### src/rtl/multiword_add_sequencer_pkg.sv
// Shared types and constants for the multiword add sequencer.
package mas_pkg;

  localparam int LIMB_W = 64;

  typedef enum logic [1:0] {
    ST_IDLE = 2'd0,
    ST_RUN  = 2'd1,
    ST_DONE = 2'd2
  } state_e;

  function automatic int idx_w(input int limbs);
    return (limbs > 1) ? $clog2(limbs) : 1;
  endfunction

endpackage

### src/rtl/multiword_add_sequencer_ling_adder.sv
// 64-bit Ling adder: Ling pseudo-carries resolved by a parallel-prefix tree,
// real carries recovered as t[i-1] & h[i].
module _64_bit_hierarchical_Ling_adder
  import mas_pkg::*;
(
  input  logic [LIMB_W-1:0] a_i,
  input  logic [LIMB_W-1:0] b_i,
  input  logic              c_i,
  output logic [LIMB_W-1:0] sum_o,
  output logic              c_o
);

  logic [LIMB_W-1:0] g, t, x;
  logic [LIMB_W:0]   hg, hp, ng, np, c;

  assign g = a_i & b_i;
  assign t = a_i | b_i;
  assign x = a_i ^ b_i;

  // Element 0 carries cin (P=0); element j>=1 is (g[j-1], t[j-2]) with t[-1]=1,
  // so the prefix over 0..j yields the pseudo-carry h[j] directly.
  always_comb begin
    hg = {g, c_i};
    hp = {t[LIMB_W-2:0], 1'b1, 1'b0};
    ng = '0;
    np = '0;
    for (int d = 1; d <= LIMB_W; d = d * 2) begin
      ng = hg;
      np = hp;
      for (int j = d; j <= LIMB_W; j++) begin
        ng[j] = hg[j] | (hp[j] & hg[j-d]);
        np[j] = hp[j] & hp[j-d];
      end
      hg = ng;
      hp = np;
    end
  end

  assign c     = {t & hg[LIMB_W:1], c_i};
  assign sum_o = x ^ c[LIMB_W-1:0];
  assign c_o   = c[LIMB_W];

endmodule

### src/rtl/multiword_add_sequencer.sv
// Multi-limb add/subtract: one 64-bit limb per cycle through a single shared adder.
//   state   | meaning
//   IDLE    | waiting for a request, in_ready=1
//   RUN     | one limb per edge, idx counts limbs
//   DONE    | result held until out_ready
module multiword_add_sequencer
  import mas_pkg::*;
#(
  parameter int LIMBS = 4
) (
  input  logic                    clk,
  input  logic                    rst,
  input  logic                    in_valid,
  output logic                    in_ready,
  input  logic [LIMB_W*LIMBS-1:0] a,
  input  logic [LIMB_W*LIMBS-1:0] b,
  input  logic                    cin,
  input  logic                    sub,
  output logic                    out_valid,
  input  logic                    out_ready,
  output logic [LIMB_W*LIMBS-1:0] sum,
  output logic                    cout
);

  localparam int W     = LIMB_W * LIMBS;
  localparam int IDX_W = idx_w(LIMBS);
  localparam logic [IDX_W-1:0] LAST_IDX = IDX_W'(LIMBS - 1);

  state_e           state_q, state_d;
  logic [W-1:0]     a_q, a_d, b_q, b_d, sum_q, sum_d;
  logic             sub_q, sub_d, carry_q, carry_d, cout_q, cout_d;
  logic [IDX_W-1:0] idx_q, idx_d;

  logic [LIMB_W-1:0] a_limb, b_limb, add_sum;
  logic              add_co;

  always_comb begin
    a_limb = '0;
    b_limb = '0;
    for (int i = 0; i < LIMBS; i++) begin
      if (idx_q == IDX_W'(i)) begin
        a_limb = a_q[i*LIMB_W +: LIMB_W];
        b_limb = b_q[i*LIMB_W +: LIMB_W];
      end
    end
  end

  // Subtraction is A + ~B + 1; the +1 enters through the carry seeded at accept.
  _64_bit_hierarchical_Ling_adder u_adder (
    .a_i  (a_limb),
    .b_i  (b_limb ^ {LIMB_W{sub_q}}),
    .c_i  (carry_q),
    .sum_o(add_sum),
    .c_o  (add_co)
  );

  always_ff @(posedge clk or posedge rst) begin
    if (rst) begin
      state_q <= ST_IDLE;
      a_q     <= '0;
      b_q     <= '0;
      sub_q   <= 1'b0;
      carry_q <= 1'b0;
      idx_q   <= '0;
      sum_q   <= '0;
      cout_q  <= 1'b0;
    end else begin
      state_q <= state_d;
      a_q     <= a_d;
      b_q     <= b_d;
      sub_q   <= sub_d;
      carry_q <= carry_d;
      idx_q   <= idx_d;
      sum_q   <= sum_d;
      cout_q  <= cout_d;
    end
  end

  always_comb begin
    state_d = state_q;
    a_d     = a_q;
    b_d     = b_q;
    sub_d   = sub_q;
    carry_d = carry_q;
    idx_d   = idx_q;
    sum_d   = sum_q;
    cout_d  = cout_q;
    unique case (state_q)
      ST_IDLE: begin
        if (in_valid) begin
          a_d     = a;
          b_d     = b;
          sub_d   = sub;
          carry_d = sub | cin;
          idx_d   = '0;
          state_d = ST_RUN;
        end
      end
      ST_RUN: begin
        for (int i = 0; i < LIMBS; i++) begin
          if (idx_q == IDX_W'(i)) sum_d[i*LIMB_W +: LIMB_W] = add_sum;
        end
        carry_d = add_co;
        idx_d   = idx_q + 1'b1;
        if (idx_q == LAST_IDX) begin
          cout_d  = add_co;
          state_d = ST_DONE;
        end
      end
      ST_DONE: begin
        if (out_ready) state_d = ST_IDLE;
      end
      default: state_d = ST_IDLE;
    endcase
  end

  assign in_ready  = (state_q == ST_IDLE);
  assign out_valid = (state_q == ST_DONE);
  assign sum       = sum_q;
  assign cout      = cout_q;

endmodule

### config.mk
export PLATFORM = sky130hd
export DESIGN_NAME = multiword_add_sequencer
export DESIGN_NICKNAME = d
export VERILOG_FILES = /design/src/rtl/multiword_add_sequencer_pkg.sv /design/src/rtl/multiword_add_sequencer_ling_adder.sv /design/src/rtl/multiword_add_sequencer.sv
export SDC_FILE = /design/constraint.sdc
export NUM_CORES = 2
export LEC_CHECK = 0
export ABC_AREA = 1
export CORE_MARGIN = 2
export CORE_UTILIZATION = 45
export CTS_CLUSTER_DIAMETER = 200
export DETAILED_ROUTE_END_ITERATION = 12
export PLACE_DENSITY = 0.72
export SLEW_MARGIN = 20
export SYNTH_ARGS = -nofsm -noshare
export SYNTH_HDL_FRONTEND = slang
export SYNTH_HIERARCHICAL = 1
export SYNTH_SLANG_ARGS = --single-unit
### constraint.sdc
create_clock -name clk -period 26.4 [get_ports clk]
set_input_delay 3.96 -clock clk [delete_from_list [all_inputs] [get_ports clk]]
set_output_delay 3.96 -clock clk [all_outputs]
set_load 0.05 [all_outputs]
==> results.ini <==
[worst_setup_path]
max_stage_delay_ps = 870
critical-path-top-delay-family = buffers and inverters
ff2ff_path_depth = 23
crit_top_cell = buf_4
crit-reg2reg-capture = sum[169]
worstPathMaxFanout = 204
path_class = in -> reg
critPathCaptureType = flip-flop
crit_path_start_kind = input port
rrSetupSlack_ps = 20560
path_cells = clkdlybuf4s50_1 -> nand2_8 -> inv_8 -> buf_4 -> buf_4 -> o21ai_0
crit_path_top_delay_cell = buf_4
crit_arrival_ps = 7680
r2r-start = idx_q[1]
path_buf_inv = 4
cp.required_ps = 26880

[sta]
min_period_over_period_pct = 27.27
drv_slew = 0
hold_violations = 0
rsz0062_at_grt = no
max-slew-margin-rel_pct = 27.73
worstMarginPinSlew_ps = 1084
setup_violations = 0
fmax_ghz = 0.1389
setup_tns_ps = 0
finClkSkew_ps = 39.17
layout_min_cycle_time_ps = 7199

[global_route]
grt_max_degree = 205
first_global_vias = 36920
grtUsageTotal_pct = 31.04
top_usage_layer = met2
grtUsageMet1_pct = 44.97
antenna_found_initial = 43
grt_use_met3_pct = 4.837
use_met2_pct = 47.16
grt.overflow.total = 0
grt_pass1_wl_um = 224500

[clocking]
cts_sinks = 775
cts_hold_buffers = 0
cts_tree = yes
cts_max_level = 3
cts_setup_buffers = 0
clk_path_buf_depth = 3
clkTransAtPathRegs_ps = 60
cts_resized = 0
numCtsBuffers = 84
clk_latency_ps = 650
clockRootBuffer = clkbuf_16

[finish]
nets = 7054
nFillCells = 8585
area_delta_synth_final_pct = 27.21
drive_gt1_share_pct = 3.543

[die]
fp-row-count = 111
ios = 777
core_um2 = 91800
die_area_um2 = 95190
die_y_um = 308.5
die_w_um = 308.5
initial_utilization_pct = 45.46

[yosys]
synth.largest_area_cell = dfrtp_1
syn_nets = 6439
synth_ff_type = dfrtp_1
synthTopCellsByCount = nand2_1 (2478), dfrtp_1 (775), inv_1 (667), o21ai_0 (517), nand3_1 (288)
synthCells = 5727
synth_edf_count = 0
yosysWarningCount = 6
async_flop_share_pct = 100.0
synth_top_area_share_pct = 46.47
yosysMostFrequentCell = nand2_1
synth_area_um2 = 41730
postSynthAreaPerCell_um2 = 7.287
ys_seq_area_share_pct = 46.47
ys_types = 38
synth.area.top_cells = dfrtp_1 (46%), nand2_1 (22%), o21ai_0 (6.2%)
synth-seq-cells = 775

[placed_design]
numPortBuffers = 776
hpwl_um = 113200
gp_congestion = 0.9775

[flow_run]
maxCapViolCount = 0

[min_path]
min_from = sum[229]
min_to = sum[229]
hp-class = reg -> reg
min_path_cells = 2

[route]
drc = 0
wl_um = 151200
first_pass_iters = 6
vias = 39520
viasPerCell = 5.147
wl_per_cell_um = 19.69
drt_iter0_drc = 4287
antenna_left = 0

[status]
status = finished clean

-- tightest hold or removal path: cells and delay by family, from the launching register on --
kind               cells  cell delay, ps
AOI/OAI and AO/OA      1              50
DFF                    1             340
and+or+nand+nor        1              50
-- registers in the layout (all words and copies together), names as in the netlist --
name     count
a_q        256
b_q        256
sum        256
idx_q        2
state_q      2
carry_q      1
cout         1
sub_q        1
-- worst max-delay path by stage --
stage,from,slack (ps),depth (start not counted),endpoint
after detailed placement,in_valid,18580,6,b_q[104]
final,in_valid,19200,6,b_q[104]
after global placement,in_valid,18670,6,a_q[162]
after CTS,in_valid,19270,7,b_q[99]
after global routing,in_valid,18840,6,b_q[125]
after floorplan,rst,680,1,a_q[0]
-- routing by layer --
metal	routed length (µm)	part of all wire (%)	vias up
met2	67290	45	1738
met5	94	0.062	-
met3	12490	8.3	234
met4	4917	3.3	14
met1	66390	44	18660
li1	-	-	18870
-- stage by stage --
stage                     area [µm²]  setup WS [ps]  util [%]  hold slack [ps]  instances
final                          53090          19200     57.83            478.7       7678
after global routing           53070          18840     57.81            491.9       7671
after CTS                      53000          19270     57.74            480.6       7650
after detailed placement       50130          18580     54.61            463.9       7499
after global placement         50130          18670     54.61            460.0       7499
after floorplan                41730          683.4         -            441.4       5727
-- final cells by class --
class	count	area (µm²)	share of cell area, %
multi-input combinational	3992	18580	35.01
tap	1243	1555	2.930
timing repair buffer	811	8041	15.15
clock buffer	119	2425	4.568
sequential	775	19390	36.53
inverter	678	2567	4.836
clock inverter	32	449.2	0.8461
antenna	28	70.07	0.1320
-- logic make-up after synthesis --
kind of cell | Yosys count | synth area share (%)
flops | 775 | 46.47
fa+ha+maj | 194 | 5.834
simple gates | 3023 | 28.54
buf+inv | 960 | 9.231
xor+xnor | 32 | 0.6716
compound gates | 743 | 9.249
-- placed cells by master (no fill, tap or decap), types with 32 or more instances in the layout --
| cell type | Yosys | layout |
|---|---|---|
| inv_1 | 667 | 663 |
| nand2_1 | 2478 | 2474 |
| buf_4 | 27 | 32 |
| nor2_1 | 188 | 188 |
| o211ai_1 | 39 | 39 |
| o21ai_0 | 517 | 517 |
| clkbuf_16 | 0 | 85 |
| clkdlybuf4s50_1 | 0 | 776 |
| ha_1 | 193 | 188 |
| nand3_1 | 288 | 288 |
| a21oi_1 | 158 | 158 |
| dfrtp_1 | 775 | 774 |
Power is left out: the tool's default activity adds up to more than one toggle a clock period on the data nets, which glitch-free logic cannot reach.
